`config.mk`:
```
export PLATFORM = sky130hd
export DESIGN_NAME = pwm_fade_ctl
export DESIGN_NICKNAME = d
export VERILOG_FILES = /design/src/rtl/pwm_fade_ctl.sv
export SDC_FILE = /design/constraint.sdc
export NUM_CORES = 1
export LEC_CHECK = 0
export CORE_MARGIN = 2
export CORE_UTILIZATION = 35
export DETAILED_ROUTE_END_ITERATION = 7
export SLEW_MARGIN = 0
export SYNTH_ARGS = -nofsm -noshare
export SYNTH_HDL_FRONTEND = slang
export SYNTH_SLANG_ARGS = --single-unit
```
`constraint.sdc`:
```
create_clock -name sys_clk -period 7.2 [get_ports sys_clk]
set_clock_uncertainty 0.15 [all_clocks]
set_input_delay 1.44 -clock sys_clk [delete_from_list [all_inputs] [get_ports sys_clk]]
set_output_delay 1.44 -clock sys_clk [all_outputs]
set_load 0.02 [all_outputs]
```
`src/rtl/pwm_fade_ctl.sv`:
```
// pwm_fade_ctl: CSR-programmable duty-cycle fader. Ramps a shadow duty value
// toward a target in fixed steps at a microsecond interval. Each new value is
// pushed into the sysctl PWM duty register through a second CSR master port.
module pwm_fade_ctl #(
  parameter logic [3:0]  csr_addr    = 4'h0,
  parameter logic [3:0]  sysctl_addr = 4'h0,
  parameter logic [4:0]  pwm_reg     = 5'b00111,
  parameter logic [31:0] clk_freq    = 32'd50000000
) (
  input  logic        sys_clk,
  input  logic        sys_rst,
  input  logic [13:0] csr_a,
  input  logic        csr_we,
  input  logic [31:0] csr_di,
  output logic [31:0] csr_do,
  output logic        m_req,
  input  logic        m_gnt,
  output logic [13:0] m_csr_a,
  output logic        m_csr_we,
  output logic [31:0] m_csr_do,
  output logic        fade_irq
);

  localparam logic [31:0] PRESC_DIV = clk_freq / 32'd1000000;
  localparam logic [7:0]  PRESC_MAX = 8'(PRESC_DIV - 32'd1);

  typedef enum logic [2:0] {
    S_IDLE = 3'd0,
    S_WAIT = 3'd1,
    S_CALC = 3'd2,
    S_REQ  = 3'd3,
    S_DONE = 3'd4
  } state_t;

  state_t      state_q, state_d;
  logic [7:0]  presc_q, presc_d;
  logic [15:0] cnt_q, cnt_d;
  logic        irqen_q, irqen_d;
  logic [31:0] target_q, target_d;
  logic [31:0] step_q, step_d;
  logic [15:0] interval_q, interval_d;
  logic [31:0] current_q, current_d;
  logic [31:0] csr_do_q, csr_do_d;
  logic        m_req_q, m_req_d;
  logic        fade_irq_q, fade_irq_d;

  logic        csr_sel_s, wr_s, ctrl_wr_s, start_s, abort_s, tick_s, busy_s;
  logic [31:0] step_eff_s, next_val_s;
  logic [15:0] intv_eff_s;
  logic [32:0] sum_s, dif_s;
  logic        unused_s;

  assign unused_s   = ^csr_a[9:5];
  assign csr_sel_s  = (csr_a[13:10] == csr_addr);
  assign wr_s       = csr_sel_s & csr_we;
  assign ctrl_wr_s  = wr_s & (csr_a[4:0] == 5'b00000);
  assign abort_s    = ctrl_wr_s & csr_di[1];
  assign start_s    = ctrl_wr_s & csr_di[0] & ~csr_di[1];
  assign tick_s     = (presc_q == PRESC_MAX);
  assign busy_s     = (state_q != S_IDLE);
  assign step_eff_s = (step_q == 32'd0) ? 32'd1 : step_q;
  assign intv_eff_s = (interval_q == 16'd0) ? 16'd1 : interval_q;

  // Next duty value: one step toward TARGET in 33 bits, clamped so it never passes or wraps.
  always_comb begin
    sum_s      = {1'b0, current_q} + {1'b0, step_eff_s};
    dif_s      = {1'b0, current_q} - {1'b0, step_eff_s};
    next_val_s = current_q;
    if (current_q < target_q) begin
      if (sum_s >= {1'b0, target_q}) begin
        next_val_s = target_q;
      end else begin
        next_val_s = sum_s[31:0];
      end
    end else if (current_q > target_q) begin
      if (dif_s[32] || (dif_s[31:0] <= target_q)) begin
        next_val_s = target_q;
      end else begin
        next_val_s = dif_s[31:0];
      end
    end else begin
      next_val_s = current_q;
    end
  end

  // Register file updates, read mux, fade sequencer and registered outputs.
  always_comb begin
    presc_d    = tick_s ? 8'd0 : (presc_q + 8'd1);
    state_d    = state_q;
    cnt_d      = cnt_q;
    irqen_d    = irqen_q;
    target_d   = target_q;
    step_d     = step_q;
    interval_d = interval_q;
    current_d  = current_q;
    csr_do_d   = 32'd0;

    if (wr_s) begin
      case (csr_a[4:0])
        5'b00000: irqen_d    = csr_di[2];
        5'b00001: target_d   = csr_di;
        5'b00010: step_d     = csr_di;
        5'b00011: interval_d = csr_di[15:0];
        5'b00100: current_d  = busy_s ? current_q : csr_di;
        default:  current_d  = current_q;
      endcase
    end else begin
      current_d = current_q;
    end

    if (csr_sel_s) begin
      case (csr_a[4:0])
        5'b00000: csr_do_d = {29'd0, irqen_q, 1'b0, busy_s};
        5'b00001: csr_do_d = target_q;
        5'b00010: csr_do_d = step_q;
        5'b00011: csr_do_d = {16'd0, interval_q};
        5'b00100: csr_do_d = current_q;
        default:  csr_do_d = 32'd0;
      endcase
    end else begin
      csr_do_d = 32'd0;
    end

    case (state_q)
      S_IDLE: begin
        if (start_s) begin
          state_d = S_WAIT;
          cnt_d   = intv_eff_s;
        end else begin
          state_d = S_IDLE;
        end
      end
      S_WAIT: begin
        if (tick_s) begin
          if (cnt_q <= 16'd1) begin
            state_d = S_CALC;
          end else begin
            cnt_d = cnt_q - 16'd1;
          end
        end else begin
          state_d = S_WAIT;
        end
      end
      S_CALC: begin
        current_d = next_val_s;
        state_d   = S_REQ;
      end
      S_REQ: begin
        if (m_gnt) begin
          if (current_q == target_q) begin
            state_d = S_DONE;
          end else begin
            state_d = S_WAIT;
            cnt_d   = intv_eff_s;
          end
        end else begin
          state_d = S_REQ;
        end
      end
      S_DONE:  state_d = S_IDLE;
      default: state_d = S_IDLE;
    endcase

    // Abort overrides whatever the sequencer chose, including a same-cycle START.
    if (abort_s) begin
      state_d = S_IDLE;
    end else begin
      state_d = state_d;
    end

    m_req_d    = (state_d == S_REQ);
    fade_irq_d = (state_d == S_DONE) & irqen_q;
  end

  // State and register flops with synchronous reset.
  always_ff @(posedge sys_clk) begin
    if (sys_rst) begin
      state_q    <= S_IDLE;
      presc_q    <= 8'd0;
      cnt_q      <= 16'd0;
      irqen_q    <= 1'b0;
      target_q   <= 32'd0;
      step_q     <= 32'd0;
      interval_q <= 16'd1;
      current_q  <= 32'd0;
      csr_do_q   <= 32'd0;
      m_req_q    <= 1'b0;
      fade_irq_q <= 1'b0;
    end else begin
      state_q    <= state_d;
      presc_q    <= presc_d;
      cnt_q      <= cnt_d;
      irqen_q    <= irqen_d;
      target_q   <= target_d;
      step_q     <= step_d;
      interval_q <= interval_d;
      current_q  <= current_d;
      csr_do_q   <= csr_do_d;
      m_req_q    <= m_req_d;
      fade_irq_q <= fade_irq_d;
    end
  end

  assign csr_do   = csr_do_q;
  assign m_req    = m_req_q;
  assign m_csr_we = m_req_q;
  assign m_csr_a  = {sysctl_addr, 5'b00000, pwm_reg};
  assign m_csr_do = current_q;
  assign fade_irq = fade_irq_q;

endmodule
```
# ---- After elaboration in Yosys (flattened, before gate mapping)
# Index checks and enable logic that the tools add are counted.
# W data, S select, Z words.
dict set report op_classes {
  addsub 4
  multipliers 0
  div 0
  order_cmp 5
  n_eq_ne 18
  n_shift 0
  n_mux 24
  n_bitwise 8
  n_reduce_logical 18
}
# cell n
set ops {}
lappend ops {{$mux W32} 9}
lappend ops {{$pmux W32 S5} 1}
lappend ops {{$mux W16} 6}
lappend ops {{$pmux W16 S3} 1}
lappend ops {{$add A32 B32 Y33} 1}
lappend ops {{$ge A33 B32 Y1} 1}
lappend ops {{$sub A32 B32 Y33} 1}
lappend ops {{$eq A32 B32 Y1} 1}
lappend ops {{$gt A32 B32 Y1} 1}
lappend ops {{$le A32 B32 Y1} 1}
lappend ops {{$logic_not A32 Y1} 1}
lappend ops {{$lt A32 B32 Y1} 1}
lappend ops {{$le A16 B1 Y1 const B} 1}
lappend ops {{$logic_not A16 Y1} 1}
lappend ops {{$sub A16 B1 Y16 const B} 1}
lappend ops {{$mux W3} 5}
lappend ops {{$pmux W3 S4} 1}
lappend ops {{$eq A5 B2 Y1 const B} 2}
lappend ops {{$ne A2 B2 Y1 const B} 5}
lappend ops {{$eq A3 B2 Y1 const B} 3}
lappend ops {{$add A8 B1 Y8 const B} 1}
lappend ops {{$eq A8 B6 Y1 const B} 1}
lappend ops {{$reduce_and A2 Y1} 4}
lappend ops {{$and A1 B1 Y1} 6}
lappend ops {{17 further kinds} 21}
dict set report totals {
  register_bits 174
  latch_bits 0
  ram_bits 0
  romBits 0
  inputBits 50
  out_inout_bits 81
  word_cells 88
  mem_count 0
}

# ---- Longest topological paths before layout
dict set report depth {
  word_depth 10
  depth_mapped 26
  mapped_depth_nobuf 25
}

# ---- Worst setup path before layout
# No wires, ideal clock.
dict set report synth_timing {
  path_type {reg-to-reg}
  start {reg step_q[8]}
  end {reg current_q[31] (netlist: m_csr_do[31])}
  setup_ns 0.114
  arrival_time_ns 4.984
  required_ns 6.936
  setup_slack_ns 1.952
  path_stages_with_launch 26
  path_buffers 0
  synth_period_minus_slack_ns 5.248
  cell_sequence {dfxtp_1 > nor4_1 > nand4_1 > o21bai_1 > ha_1 > inv_1 > fa_1 > a211oi_1 > o21ai_0 > nand2_1 > or4_1 > o211ai_1 > a21o_1 > a21oi_1 > xnor2_1 > ha_1 > nand4_1 > or4_1 > nor4_1 > a211oi_1 > o311ai_2 > nor3_2 > and2_1 > mux2_2 > o41ai_2 > a21bo_1}
}
dict set report synth_via {
  elab_chain_len 9
  elab_cells_between_ends 12
  cone_classes {add/sub (2); order compare (2); mux (6); reduce/logical (2)}
}
# item line
set synth_rtl {}
lappend synth_rtl {{start, declared} 40} ;# logic [31:0] step_q, step_d;
lappend synth_rtl {{start signal, assigned} 195} ;# step_q <= step_d;
lappend synth_rtl {{$logic_not A32 Y1} 61} ;# assign step_eff_s = (step_q == 32'd0) ? 32'd1 : step_q;
lappend synth_rtl {{$mux W32 *} 61}
lappend synth_rtl {{$sub A32 B32 Y33} 67} ;# dif_s = {1'b0, current_q} - {1'b0, step_eff_s};
lappend synth_rtl {{$le A32 B32 Y1} 76} ;# if (dif_s[32] || (dif_s[31:0] <= target_q)) begin
lappend synth_rtl {{$logic_or A1 B1 Y1} 76}
lappend synth_rtl {{$mux W32} 76}
lappend synth_rtl {{$mux W32} 75} ;# end else if (current_q > target_q) begin
lappend synth_rtl {{$mux W32 *} 69} ;# if (current_q < target_q) begin
lappend synth_rtl {{$mux W32 *} 124} ;# case (state_q)
lappend synth_rtl {{end signal, assigned} 197} ;# current_q <= current_d;
lappend synth_rtl {{end, declared} 42} ;# logic [31:0] current_q, current_d;
# Mark *: on every way between the ends. The rest lies on a longest branch, timed or not. The select of a mux whose other input is x is not followed.
# A chain may end at the register's enable or synchronous reset.

# ---- Final worst setup path
dict set report layout_timing {
  start {reg step_q[0]}
  end {reg current_q[31] (netlist: m_csr_do[31])}
}
# The elaborated chain is that of the path after synthesis.

==> results.py <==
metrics = {
    "synth": {
        "syn_area_sq_um": 13600,
        "synth_top_cell_area_share": 0.256,
        "synth-seq-cells": 174,
        "avgSynthCellArea_sq_um": 7.51,
        "yosysUniqueCellTypes": 85,
        "synth_warnings": 0,
        "yosysSeqAreaShare": 0.256,
        "synthArstFlopShare": 0,
        "synth_area_leaders": "dfxtp_1 (26%), ha_1 (16%), nand2_1 (7.8%)",
        "postSynthCellCount": 1813,
        "synth_ff_type": "dfxtp_1",
        "synth_edf_count": 0,
        "yosysTopAreaCell": "dfxtp_1",
    },
    "drt": {
        "dr.pass1.iters": 6,
        "ant_nets": 0,
        "drt-total-wl_microns": 50800,
        "via_per_inst": 5.77,
        "drcViolationCount": 0,
        "drt_iter0_markers": 1389,
        "vias": 14000,
        "wl_per_cell_microns": 21.0,
    },
    "worst_setup_path": {
        "worstPathArrival_ns": 6.95,
        "critical-path-slowest-cell": "nor4_1",
        "critPathKind": "flip-flop to flip-flop",
        "start_kind": "flip-flop",
        "path_buf_inv": 4,
        "cp.depth": 27,
        "crit_family": "compound AO/OA/AOI/OAI gates",
        "cpPeakStageDelay_ns": 0.52,
        "cpMostUsedCell": "buf_4",
        "cp-end-kind": "flip-flop",
        "critPathMaxFanout": 4,
        "reg2reg_depth": 27,
        "required_ns": 7.41,
    },
    "clock_network": {
        "holdBufCountCts": 0,
        "tritoncts": "built",
        "clkTransAtPathRegs_ns": 0.08,
        "clk_latency_ns": 0.46,
        "cts_buffers": 17,
        "cts_buffer_depth": 2,
        "cts_max_level": 4,
        "cts.sinks": 174,
        "cts-root-buf": "clkbuf_16",
    },
    "sta": {
        "finalSetupViolCount": 0,
        "slew-limit-headroom": 0.240,
        "whs_ns": 0.324,
        "drv_slew": 0,
        "worstMarginPinSlew_ns": 1.14,
        "rsz0062_at_grt": "no",
        "max_freq_ghz": 0.148,
        "finalSetupTns_ns": 0,
        "timing.final.hold_violations": 0,
        "period_minus_slack_ns": 6.75,
        "min_period_over_period": 0.937,
        "worst_slack_ns": 0.455,
    },
    "pwr": {
        "peakVddDrop_v": 0.000171,
        "power_density_nw_per_um2": 133,
        "p_total_mw": 2.14,
        "leakagePower_nw": 6.23,
    },
    "floorplanning": {
        "die_w_microns": 201,
        "die_y_microns": 201,
        "die_area_sq_um": 40500,
        "io_pins": 131,
        "core-area_sq_um": 38600,
        "rows": 72,
        "initial_core_util": 0.353,
    },
    "finish": {
        "final_cell_mix": "nand2_1 (281), a21oi_1 (205), dfxtp_1 (174), ha_1 (169), nor2_1 (126)",
        "fin_nets": 2111,
        "fin_util": 0.416,
        "antenna_cells": 0,
        "instances_no_fill": 2421,
        "layout.cells.most_common": "nand2_1",
        "area_growth_pct": 17.8,
        "final_layout_size_suffix_gt1_frac": 0.0725,
        "final_area_sq_um": 16000,
    },
    "placed_design": {
        "dp_cells": 2389,
        "io_buffers": 111,
        "place_ws_ns": 0.469,
        "gp_congestion": 0.946,
        "place_hpwl_microns": 38000,
        "place_area_sq_um": 15400,
    },
    "grt": {
        "antenna_found_initial": 1,
        "grt_first_pass_wirelength_microns": 78400,
        "gr-total-overflow": 0,
        "grt_usage": 0.248,
        "grt_max_degree": 65,
        "grt_pass1_vias": 13300,
    },
    "flow_run": {
        "cap_violations": 0,
    },
    "min_path": {
        "min_path_cells": 2,
        "worst_hold_path_type": "flip-flop to flip-flop",
    },
    "status": {
        "status": "complete, no violations",
    },
}
tightest hold or removal path, delay by kind of cell (launching register included):
family | cells | cell delay [ns]
compound gates | 1 | 0.05
flops | 1 | 0.32
simple gates | 1 | 0.05
final cells by class:
type,count,area (sq um)
fillers,4029,22500
multi-input cells,1418,9260
flip-flops and latches,174,3480
repair buffers,182,1670
well taps,518,648
clock buffers,19,453
inverters,97,364
clock inverters,13,174
per-layer routing:
| metal | vias up | global-route usage | wire (microns) |
|---|---|---|---|
| met5 | - | 0 | 0 |
| met4 | 0 | 0.0717 | 1040 |
| met3 | 64 | 0.0368 | 3290 |
| met2 | 548 | 0.403 | 23200 |
| met1 | 6715 | 0.339 | 23300 |
| li1 | 6639 | - | - |
path summary, 6_finish.rpt:
path | from | to | slack [ns]
hold reg to reg | target_q[14] | target_q[14] | 0.32
setup reg to reg | step_q[0] | m_csr_do[31] | 0.45
hold / removal | target_q[14] | target_q[14] | 0.32
setup / recovery | step_q[0] | m_csr_do[31] | 0.45
cell families after synthesis:
group / count (synthesis) / share of synthesized area
DFF: 174 / 0.256
AOI/OAI and AO/OA: 548 / 0.263
other: 2 / 0.000551
muxes: 6 / 0.00459
adders and majority gates: 171 / 0.158
and+or+nand+nor: 615 / 0.206
buffers and inverters: 233 / 0.0708
xor gates and xnor gates: 64 / 0.0411
flip-flops by register name, indices dropped and copies added (netlist names):
| name | cells |
|---|---|
| csr_do | 32 |
| m_csr_do | 32 |
| step_q | 32 |
| target_q | 32 |
| cnt_q | 16 |
| interval_q | 16 |
| presc_q | 8 |
| state_q | 3 |
| fade_irq | 1 |
| irqen_q | 1 |
| m_csr_we | 1 |
synth_stat cells (11+ instances only):
master / number
nand2_1: 282
a21oi_1: 205
dfxtp_1: 174
ha_1: 169
nor2_1: 128
clkbuf_1: 102
inv_1: 97
o21ai_0: 87
xnor2_1: 44
nand3_1: 36
nor4_1: 31
a222oi_1: 30
nand4_1: 25
nor3_1: 24
o22ai_1: 23
a31oi_1: 22
xor2_1: 20
a211oi_1: 19
buf_4: 17
nor2b_1: 17
o31ai_1: 17
o21bai_1: 16
and3_1: 15
buf_2: 15
a211o_1: 13
and2_1: 13
a21o_1: 12
a22oi_1: 11
o211ai_1: 11
timing repair:
item,4_1_cts,5_1_grt
setup buffers,0,0
endpoints found under the setup margin,0,3
endpoints found under the hold margin,0,0
resized for setup,0,1
power breakdown:
part	internal, mW	switching, mW	total (mW)
Sequential	0.963	0.00299	0.966
Combinational	0.0618	0.0944	0.156
Clock	0.572	0.442	1.01
Total	1.60	0.539	2.14
No activity file was read; power rests on OpenSTA's default activity.
